===== src/rtl/copia_memoria.sv =====
// copia_memoria: copy engine and single-port access arbiter in front of the
// register memory. Passes external requests through while idle and performs
// word-sequential block copies (read then write, per word) when started.
module copia_memoria #(
    parameter int ADDR_W = 5,
    parameter int DATA_W = 64
) (
    input  logic              clk,
    input  logic              rst,
    input  logic              start,
    input  logic [ADDR_W-1:0] src,
    input  logic [ADDR_W-1:0] dst,
    input  logic [ADDR_W:0]   len,
    output logic              busy,
    output logic              done,
    input  logic              ext_req,
    input  logic              ext_we,
    input  logic [ADDR_W-1:0] ext_ads,
    input  logic [DATA_W-1:0] ext_din,
    output logic              ext_ready,
    output logic [DATA_W-1:0] ext_dout,
    output logic              ext_rvalid,
    output logic [ADDR_W-1:0] mem_ads,
    output logic              mem_we,
    output logic [DATA_W-1:0] mem_din,
    input  logic [DATA_W-1:0] mem_dout
);

    typedef enum logic [1:0] {
        IDLE  = 2'd0,
        READ  = 2'd1,
        WRITE = 2'd2,
        DONE  = 2'd3
    } state_t;

    state_t            state;
    state_t            state_nx;
    logic [ADDR_W-1:0] src_q;
    logic [ADDR_W-1:0] dst_q;
    logic [ADDR_W:0]   cnt;

    // State register, copy pointers/counter and external read-valid flag
    always_ff @(posedge clk) begin
        if (rst) begin
            state      <= IDLE;
            src_q      <= '0;
            dst_q      <= '0;
            cnt        <= '0;
            ext_rvalid <= 1'b0;
        end else begin
            state      <= state_nx;
            ext_rvalid <= ext_req && !ext_we && ext_ready;
            case (state)
                IDLE: begin
                    if (start) begin
                        src_q <= src;
                        dst_q <= dst;
                        cnt   <= len;
                    end
                end
                WRITE: begin
                    src_q <= src_q + 1'b1;
                    dst_q <= dst_q + 1'b1;
                    cnt   <= cnt - 1'b1;
                end
                default: ;
            endcase
        end
    end

    // Next-state logic and memory port steering
    always_comb begin
        state_nx  = state;
        mem_ads   = ext_ads;
        mem_we    = 1'b0;
        mem_din   = ext_din;
        ext_ready = (state == IDLE) && !start && !rst;
        case (state)
            IDLE: begin
                mem_we = ext_req && ext_we && ext_ready;
                if (start) begin
                    state_nx = (len == '0) ? DONE : READ;
                end
            end
            READ: begin
                mem_ads  = src_q;
                state_nx = WRITE;
            end
            WRITE: begin
                mem_ads  = dst_q;
                mem_we   = 1'b1;
                mem_din  = mem_dout;
                // cnt still holds the pre-decrement value here
                state_nx = (cnt == (ADDR_W+1)'(1)) ? DONE : READ;
            end
            DONE: begin
                state_nx = IDLE;
            end
            default: state_nx = IDLE;
        endcase
        // Reset blocks any memory write and parks the address at 0
        if (rst) begin
            mem_ads = '0;
            mem_we  = 1'b0;
        end
    end

    assign busy     = (state != IDLE);
    assign done     = (state == DONE);
    assign ext_dout = mem_dout;

endmodule


===== config.mk =====
export PLATFORM = sky130hd
export DESIGN_NAME = copia_memoria
export DESIGN_NICKNAME = d
export VERILOG_FILES = /design/src/rtl/copia_memoria.sv
export SDC_FILE = /design/constraint.sdc
export NUM_CORES = 1
export LEC_CHECK = 0
export BUFFER_PORTS_ARGS = -buffer_cell sky130_fd_sc_hd__buf_2
export CAP_MARGIN = 20
export CELL_PAD_IN_SITES_DETAIL_PLACEMENT = 0
export CELL_PAD_IN_SITES_GLOBAL_PLACEMENT = 1
export CORE_AREA = 2 2 114 116
export CTS_BUF_LIST = sky130_fd_sc_hd__clkbuf_8 sky130_fd_sc_hd__clkbuf_16
export DETAILED_ROUTE_END_ITERATION = 7
export DIE_AREA = 0 0 116 118
export GPL_TIMING_DRIVEN = 0
export PLACE_DENSITY = 0.87
export RECOVER_POWER = 25
export SLEW_MARGIN = 25
export SYNTH_ARGS = -nofsm -noshare
export SYNTH_HDL_FRONTEND = slang
export SYNTH_SLANG_ARGS = --single-unit

===== constraint.sdc =====
create_clock -name clk -period 1.8 [get_ports clk]
set_input_delay 0.27 -clock clk [delete_from_list [all_inputs] [get_ports clk]]
set_output_delay 0.27 -clock clk [all_outputs]
set_load 0.01 [all_outputs]

==> results by group, run 1 <==
Floorplanning
  • Core ar.: about 12000 um2
  • Die ar.: roughly 14000 um2
  • Chip width: 116 um
  • Top-Level Pins: 292
  • Die outline height: between 100 and 150 um
  • Initial core utilization: 0.206
  • Row cnt: just over 40

Logic synthesis
  • Cell accounting for the most synthesized area: mux2_2
  • Warnings from Yosys: 0
  • Largest family of logic cells by synthesized area: multiplexers
  • Dominant cells by area after synthesis: mux2_2 29%, buf_4 20%, dfxtp_1 15%
  • Sequential area share after synthesis: 0.149
  • Synth Area in XOR/XNOR: 0
  • Compound-gate portion of the synthesized area: 0.157
  • Multiplexer share of the synthesized area: 0.306
  • Syn_nets: 456
  • Asr flop ratio synth: 0
  • Post-synthesis cell area: ~2600 um2
  • Synth cell types: between 40 and 50
  • Post-Synth Simple-Gate Area: 0.103
  • Main flop type after synthesis: dfxtp_1
  • FF+latch count, synth: 19
  • Synth Area in Adders: 0.0441
  • Post-synth EDFFs: 0
  • Cells after synthesis: a little under 300
  • Yosys top cell area share: 0.287
  • Syn_area_per_cell: just under 9 um2

Worst setup path
  • Crit path top cell by count: buf_12
  • Largest fanout on the critical path: 6
  • Critical-path top delay cell: dfxtp_2
  • CP Capture Type: primary output
  • Slowest stage delay, CP: around 0.33 ns
  • Worst path cell trace: inv_2 -> ha_4 -> buf_12 -> buf_12 -> buf_8 -> a22oi_2 -> a211oi_2 -> buf_2
  • R2R depth: 8
  • CP startpoint kind: flip-flop
  • Setup Crit Path Kind: reg2out
  • WP data required: between 1.5 and 2 ns
  • Critical Path AT: approximately 1.7 ns

Timing
  • Final setup violation count: 61
  • Fin. max-slew vios: 0
  • Final setup margin: -0.153 ns
  • Final critical-path share of the clock period: 1.08
  • Fmax: ~0.5 GHz
  • Total negative slack: -4.90 ns
  • Slew margin rel.: 0.534
  • Final hold viol count: 0
  • RSZ-0062 raised after global routing: true
  • Final min period: around 2.0 ns
  • Worst Skew: between 0.004 and 0.005 ns
  • Worst slew pin tran: 0.699 ns

Clock tree
  • Cts hold-fix bufs: 0
  • CTS clk-pin slew, worst paths: about 0.06 ns
  • TritonCTS clock tree: yes
  • Inserted Clock Buffers: 3
  • H-tree level count: 1
  • CTS root buffer: clkbuf_16
  • Clock Sinks: 19
  • Max Root-Sink Buffers: 2
  • Worst-Skew Late Latency: 0.25 ns

Power
  • Internal power: approximately 2200 uW
  • Combinational power share: 0.702
  • PwrDens: about 660 nW/um2
  • Sw Share: 0.376
  • Leak pwr: roughly 0.0027 uW
  • Clock share of power: 0.136
  • Power, Total: between 3000 and 4000 uW
  • Sequential Power Share: 0.162
  • Sw Pwr: about 1300 uW
  • Peak VDD IR: roughly 420 uV

Detailed routing
  • Wirelength per Cell: 16.9 um
  • DRT Wirelength: approximately 13000 um
  • First drt pass iteration count: 4
  • Final ANT Viol Nets: 0
  • DRC: 0
  • Avg Vias per Cell: 4.33
  • Iter 0 DRT Violations: between 100 and 150
  • Vias: around 3400

Placed design
  • Routability congestion estimate: around 0.83
  • Dpl cells: between 700 and 800
  • I/O Buffers: 290
  • Placed wire-length estimate: ~9700 um

Layout
  • Finished Layout Cells: a little under 800
  • Area growth, synth to finish: 111%
  • Nets: 775
  • Share of cells above drive strength 1: 0.771

Global route
  • Vias in the first global route: 3448
  • Initial antenna violation count: 1
  • Largest net degree at the start of global routing: 17
  • Total GRT Usage: 0.172
  • First-pass GRT wire length: approximately 19000 um
  • Grt ovf: 0

Job
  • Max-Cap Viols: 0

Status
  • Violated checks: setup timing
  • Status: finished with violations

Hold path
  • Worst hold path type: in2reg
  • Hold Path Depth: 2
## final timing paths
| kind | from | to | slack [ns] |
|---|---|---|---|
| setup / recovery | state[0] | mem_ads[4] | -0.15 |
| hold reg to reg | src_q[4] | src_q[4] | 0.53 |
| setup reg to reg | state[0] | cnt[2] | 0.09 |
| hold / removal | ext_we | ext_rvalid | 0.21 |
## repair_timing
item	in CTS	in global routing
endpoints found under the setup margin	77	70
gates cloned	3	2
buffers inserted	10	15
pin swaps	7	7
gates resized for setup	156	29
## metrics by stage
step	hold slack (ns)	util	worst slack (ns)	instance area, um2
finish	0.208	0.433	-0.153	5370
global route	0.217	0.433	-0.197	5370
CTS	0.201	0.418	-0.156	5190
detailed placement	0.462	0.340	-0.287	4220
global placement	0.458	0.340	-0.286	4220
floorplan	0.347	-	0.0993	2550
## worst max-delay path: cells and delay by family, from the launching register on
| kind | cells | cell delay, ns |
|---|---|---|
| adders and majority gates | 1 | 0.17 |
| DFF | 1 | 0.33 |
| AOI/OAI and AO/OA | 2 | 0.30 |
| buffers and inverters | 5 | 0.61 |
## state kept, by name, indices dropped and copies added, names as in the netlist
name	cells
src_q	5
ext_rvalid	1
state	2
cnt	6
dst_q	5
## synth_stat cells (all sizes together), types with 5 or more instances
| master | count |
|---|---|
| a211oi | 9 |
| a21oi | 10 |
| a22oi | 8 |
| buf | 80 |
| dfxtp | 19 |
| ha | 9 |
| inv | 8 |
| mux2 | 66 |
| nand2 | 6 |
| nand3 | 5 |
| nor2 | 26 |
| nor3 | 7 |
| o21ai | 8 |
## placed cells by master, fill, tap and decap left out, types with 3 or more instances in the layout
| cell type | count |
|---|---|
| buf_2 | 210 |
| buf_8 | 4 |
| dfxtp_1 | 17 |
| mux2_4 | 61 |
| nand2_1 | 6 |
| buf_12 | 7 |
| nor3_1 | 7 |
| inv_2 | 3 |
| a21oi_1 | 9 |
| inv_1 | 4 |
| o21ai_1 | 4 |
| o21ai_0 | 4 |
| buf_6 | 64 |
| clkbuf_1 | 21 |
| nor2_1 | 25 |
| mux2_2 | 5 |
| o2bb2ai_1 | 3 |
| a22oi_2 | 3 |
| ha_1 | 6 |
| a22oi_1 | 5 |
| nand3_1 | 5 |
| a211oi_2 | 8 |
| clkbuf_16 | 5 |
| buf_4 | 83 |
## power groups by stage
stage	Sequential, uW	Combinational [uW]	Clock (uW)
finish	575	2480	481
floorplan	555	1050	0
CTS	571	2300	482
global route	584	2650	503
global placement	574	1660	0
detailed placement	576	1670	0
## per-layer routing
layer	vias up	part of all wire	GRT usage
li1	1629	-	-
met1	1582	0.39	0.197
met2	168	0.52	0.323
met3	16	0.075	0.0360
met4	0	0.013	0.0320
met5	-	0	0
## final cells by class
cell class                      instances  area (um2)
Clock inverter                          1        7.51
Sequential cell                        19         383
Clock buffer                            3        75.1
Timing Repair Buffer                  318        2140
Antenna cell                            1        2.50
Inverter                                8        32.5
Multi-Input combinational cell        185        1870
Buffer                                 77         647
Tap cell                              172         215
Fill cell                            1253        7040
## cell families (layout without fill, tap and decap cells)
logic type | count (synthesis) | count (layout)
buf+inv | 89 | 407
mux | 69 | 69
simple gates | 55 | 55
compound gates | 52 | 52
flops | 19 | 19
fa+ha+maj | 9 | 9
other cells | 0 | 1
No activity file was read; power rests on OpenSTA's default activity.
==> inputs of run 2 (changes only) <==
Settings changed: CORE_AREA 2 2 114 116 to 2 2 113 115, DIE_AREA 0 0 116 118 to 0 0 115 117, PLACE_DENSITY 0.87 to 0.88.
Clock period 1.8 ns to 2.35 ns, I/O delays scaled along.
==> run 2 against run 1 <==
Against the previous run: the run now ends clean; sequential share of layout area up 1.9 points; via count decreased by 5.9%; power is 41% lower; register-to-register slack improved by 0.50 ns; clock power decreased by 25%; cell count down 6.1%; first-iteration DRC count rose by 57%; global-route usage is 2.4 points lower; count of clock-buffer cells in the layout did not move; sequential cell count is the same.
==> results by group, run 2 (same netlist as run 1, synthesis figures left out) <==
Layout
  • Regs by FF count: cnt: 6 flops, dst_q: 5 flops, src_q: 5 flops
  • Most common library cell in the layout ignoring fill and taps: buf_2
  • # fillers: ~1300
  • Nets: between 700 and 800
  • Top reg by flops: cnt
  • Area of the multi-input gates: roughly 1600 um2
  • Most frequent cells in the layout: 263 x buf_2, 66 x buf_4, 65 x mux2_2
  • Register area: 380 um2
  • Area growth, synth to finish: 66.0%
  • Share of cells above drive strength 1: 0.709
  • Max reg flops: 6
  • Util after Layout: 0.344

Global route
  • Total GRT Usage: 0.148
  • Vias in the first global route: about 3000
  • First-pass GRT wire length: 15600 um
  • Grt ovf: 0
  • Largest net degree at the start of global routing: 20
  • Initial antenna violation count: 2

Worst setup path
  • Critical Path AT: slightly below 2 ns
  • WP data required: 2.00 ns
  • CP Capture Type: primary output
  • R2R depth: 6
  • Crit path top cell by count: buf_2
  • Slowest stage delay, CP: 0.38 ns
  • Largest fanout on the critical path: 10
  • Critical-path top delay cell: mux2_2
  • RR Startpoint: state[0]
  • Worst path cell trace: inv_1 -> ha_2 -> buf_6 -> buf_2 -> mux2_2 -> buf_2
  • FF-to-FF setup slack: 0.59 ns
  • CP startpoint kind: flip-flop
  • Worst r2r dst: dst_q[0]
  • Setup Crit Path Kind: reg2out

Clock tree
  • Worst-Skew Late Latency: about 0.25 ns
  • CTS clk-pin slew, worst paths: 0.06 ns
  • Clock Sinks: 19
  • H-tree level count: 1
  • CTS root buffer: clkbuf_16
  • Max Root-Sink Buffers: 2
  • TritonCTS clock tree: yes
  • Inserted Clock Buffers: 3
  • Postcts setup bufs: 0

Power
  • Leak pwr: ~0.0021 uW
  • PwrDens: 491 nW/um2
  • Peak VDD IR: around 330 uV

Placed design
  • Placed wire-length estimate: 9830 um
  • I/O Buffers: just under 300
  • Routability congestion estimate: slightly above 0.8

Detailed routing
  • Vias: 3193
  • Avg Vias per Cell: between 4 and 5
  • Wirelength per Cell: 15.3 um
  • Iter 0 DRT Violations: 180
  • First drt pass iteration count: 4
  • DRC: 0
  • DRT Wirelength: between 10000 and 15000 um
  • Final ANT Viol Nets: 0

Timing
  • Fin. max-slew vios: 0
  • Slew margin rel.: 0.555
  • Final critical-path share of the clock period: 0.975
  • Worst Skew: roughly 0.0022 ns
  • Fmax: around 0.44 GHz
  • Final setup violation count: 0
  • Final min period: approximately 2.3 ns
  • RSZ-0062 raised after global routing: true
  • Worst slew pin tran: 0.667 ns
  • Final hold viol count: 0
  • Total negative slack: 0 ns

Floorplanning
  • Chip width: around 120 um
  • Core ar.: between 10000 and 15000 um2
  • Top-Level Pins: a little under 300
  • Initial core utilization: 0.207
  • Row cnt: between 40 and 50
  • Die outline height: between 100 and 150 um
  • Die ar.: approximately 13000 um2

Job
  • Max-Cap Viols: 0

Hold path
  • Hold Startpoint: ext_we
  • Worst hold path type: in2reg
  • Hold Path End: ext_rvalid
  • Hold Path Depth: 2

Status
  • Status: completed
-- run 2: cell count changes in the layout (fill, tap and decap cells not counted), moves of 4 or more --
| cell | delta |
|---|---|
| a211oi_1 | +4 |
| a211oi_2 | -4 |
| buf_2 | +53 |
| mux2_2 | +60 |
| clkbuf_1 | +12 |
| buf_6 | -62 |
| buf_12 | -7 |
| buf_4 | -17 |
| mux2_4 | -60 |
-- run 2: worst max-delay path: cells and delay by family, from the launching register on --
kind / cells / cell delay [ns]
buf+inv: 4 / 0.71
mux: 1 / 0.38
flops: 1 / 0.34
fa+ha+maj: 1 / 0.25
-- run 2: how the worst max path moves through the flow --
stage / from / endpoint / slack (ns)
2_1_floorplan: state[0] / mem_din[55] / 0.57
3_3_place_gp: state[0] / mem_din[55] / 0.19
3_5_place_dp: state[0] / mem_din[55] / 0.19
5_1_grt: state[0] / mem_ads[0] / -0.03
4_1_cts: state[0] / mem_ads[3] / 0.02
6_report: state[0] / mem_din[11] / 0.06
-- run 2: through the flow --
stage	area [um2]	hold WS [ns]	power, uW	std cells	setup slack [ns]
4_1_cts	4270	0.274	2080	736	0.0171
6_report	4240	0.274	2080	736	0.0578
3_3_place_gp	4190	0.504	1720	733	0.185
5_1_grt	4240	0.287	2210	736	-0.0319
2_1_floorplan	2550	0.430	1230	293	0.567
3_5_place_dp	4190	0.519	1730	733	0.190
-- run 2: where the power goes --
part           internal [uW]  total [uW]  switching (uW)
clock network            227         362             135
logic                    636        1280             644
registers                376         437            60.9
-- run 2: cell type report --
type	count	share of cell area
Multi-Input combinational cell	185	0.369
Timing Repair Buffer	290	0.333
Buffer	79	0.138
Sequential cell	19	0.0898
Tap cell	150	0.0443
Clock buffer	3	0.0177
Inverter	8	0.00709
Clock inverter	1	0.000886
Antenna cell	1	0.000591
-- run 2: metal layers --
metal	share of wire	track usage
met5	0.00098	0
met4	0.013	0.0257
met1	0.41	0.179
met2	0.49	0.267
met3	0.085	0.0360
-- run 2: repair_timing --
item / 4_1_cts / 5_1_grt
hold buffers: 0 / 0
gates resized for setup: 2 / 3
endpoints found under the hold margin: 0 / 0
setup endpoints to repair: 16 / 27
==> inputs of run 3 (changes only) <==
Settings changed: CTS_BUF_LIST sky130_fd_sc_hd__clkbuf_8 sky130_fd_sc_hd__clkbuf_16 to sky130_fd_sc_hd__clkbuf_4.
==> run 3 against run 2 <==
Against the previous run: setup slack gained 0.056 ns; count of clock-buffer cells in the layout grew 1; maximum frequency grew 2.5%; first-iteration DRC count is 4.4% lower; critical path type unchanged; critical endpoint is now mem_din[55]; sequential power about the same.
==> results by group, run 3 (same netlist as run 1, synthesis figures left out) <==
Power
  • Leak pwr: 0.00211 uW
  • Power, Total: 1920 uW
  • Peak VDD IR: about 190 uV
  • PwrDens: roughly 460 nW/um2
  • Combinational power share: 0.673
  • Internal power: 1100 uW
  • Sw Pwr: 820 uW
  • Clock share of power: 0.098
  • Sequential Power Share: 0.229
  • Sw Share: 0.428

Job
  • Max-Cap Viols: 0

Timing
  • Final setup margin: roughly 0.11 ns
  • Final min period: ~2.2 ns
  • Slew margin rel.: 0.559
  • Final critical-path share of the clock period: 0.952
  • Final setup violation count: 0
  • Worst slew pin tran: ~0.66 ns
  • Total negative slack: 0 ns
  • Worst Skew: slightly above 0.004 ns
  • Fmax: roughly 0.45 GHz
  • RSZ-0062 raised after global routing: false
  • Fin. max-slew vios: 0
  • Final hold viol count: 0

Detailed routing
  • Iter 0 DRT Violations: roughly 170
  • First drt pass iteration count: 4
  • Vias: 3185
  • Final ANT Viol Nets: 0
  • Avg Vias per Cell: about 4.3
  • DRT Wirelength: between 10000 and 15000 um
  • DRC: 0
  • Wirelength per Cell: approximately 15 um

Layout
  • Register area: between 300 and 400 um2
  • Regs by FF count: cnt: 6 flops, dst_q: 5 flops, src_q: 5 flops
  • Nets: 750
  • Most common library cell in the layout ignoring fill and taps: buf_2
  • Most frequent cells in the layout: 259 x buf_2, 66 x buf_4, 65 x mux2_2
  • Top reg by flops: cnt
  • Max reg flops: 6
  • Area of the multi-input gates: between 1500 and 2000 um2
  • # fillers: 1351
  • Area growth, synth to finish: 64.6%
  • Share of cells above drive strength 1: 0.706

Worst setup path
  • FF-to-FF setup slack: roughly 0.69 ns
  • CP startpoint kind: flip-flop
  • CP top delay family: buffers and inverters
  • Setup Crit Path Kind: reg2out
  • Critical Path AT: 1.88 ns
  • Critical-path top delay cell: dfxtp_2
  • CP Capture Type: primary output
  • Buffers & Inverters on Critical Path: 5
  • Crit path top cell by count: buf_6
  • Largest fanout on the critical path: 10
  • Worst path cell trace: inv_2 -> ha_4 -> buf_8 -> buf_6 -> buf_6 -> mux2_2 -> buf_2
  • Slowest stage delay, CP: 0.36 ns
  • WP data required: ~2.0 ns

Clock tree
  • H-tree level count: 1
  • Cts hold-fix bufs: 0
  • Clock Sinks: 19
  • Inserted Clock Buffers: 3
  • CTS clk-pin slew, worst paths: approximately 0.11 ns
  • Worst-Skew Late Latency: around 0.30 ns
  • CTS root buffer: clkbuf_4
  • TritonCTS clock tree: yes
  • Max Root-Sink Buffers: 2

Floorplanning
  • Top-Level Pins: ~300
  • Die outline height: ~120 um
  • Initial core utilization: 0.207
  • Row cnt: 41
  • Die ar.: between 10000 and 15000 um2
  • Core ar.: ~12000 um2
  • Chip width: roughly 120 um

Placed design
  • Dpl ws: around 0.19 ns
  • I/O Buffers: 290
  • Routability congestion estimate: 0.827
  • Placed wire-length estimate: 9830 um

Status
  • Status: completed

Global route
  • Initial antenna violation count: 2
  • Largest net degree at the start of global routing: 11
  • Grt ovf: 0
  • Vias in the first global route: 3062
  • First-pass GRT wire length: around 16000 um
  • Total GRT Usage: 0.148

Hold path
  • Worst hold path type: in2reg
## run 3: worst paths after layout
check           start          end  depth (start not counted)
max          state[0]  mem_din[55]                          7
min            ext_we   ext_rvalid                          2
min reg2reg  dst_q[4]     dst_q[4]                          2
max reg2reg  state[1]     src_q[2]                          6
## run 3: layout make-up
class / count / share of cell area
antenna: 1 / 0.000596
buffer: 80 / 0.141
clock buffer: 4 / 0.00715
inverter: 8 / 0.00715
multi-input combinational: 185 / 0.375
sequential: 19 / 0.0909
tap: 150 / 0.0447
timing repair buffer: 290 / 0.334
## run 3: power by group through the flow
stage / registers, uW / clock network (uW) / logic (uW)
global placement: 441 / 0 / 1280
CTS: 435 / 191 / 1300
finish: 439 / 187 / 1290
floorplan: 425 / 0 / 803
global route: 448 / 203 / 1400
detailed placement: 442 / 0 / 1280
## run 3: through the flow
step / area [um2] / hold WS (ns) / utilization / std cells
after global routing: 4200 / 0.215 / 0.341 / 737
final: 4200 / 0.219 / 0.341 / 737
after floorplan: 2550 / 0.430 / - / 293
after detailed placement: 4190 / 0.519 / 0.340 / 733
after global placement: 4190 / 0.504 / 0.340 / 733
after CTS: 4240 / 0.209 / 0.345 / 736
## run 3: worst register-to-register path, delay by kind of cell, from the launching register on
kind | cells | cell delay, ns
adders and majority gates | 1 | 0.26
AOI/OAI and AO/OA | 1 | 0.19
and+or+nand+nor | 1 | 0.06
buffers and inverters | 2 | 0.32
DFF | 1 | 0.36
muxes | 1 | 0.35
## run 3: per-layer routing
layer / wire (um) / part of all wire / vias to the layer above / track usage
met1: 4690 / 0.42 / 1427 / 0.180
met3: 846 / 0.075 / 14 / 0.0294
li1: - / - / 1582 / -
met2: 5570 / 0.49 / 160 / 0.269
met5: 11 / 0.00098 / - / 0
met4: 147 / 0.013 / 2 / 0.0329
## run 3: timing repair
| action | CTS | global route |
|---|---|---|
| buffers inserted | 0 | 0 |
| cloned | 0 | 0 |
| gates resized for setup | 5 | 3 |
| endpoints found under the setup margin | 62 | 64 |
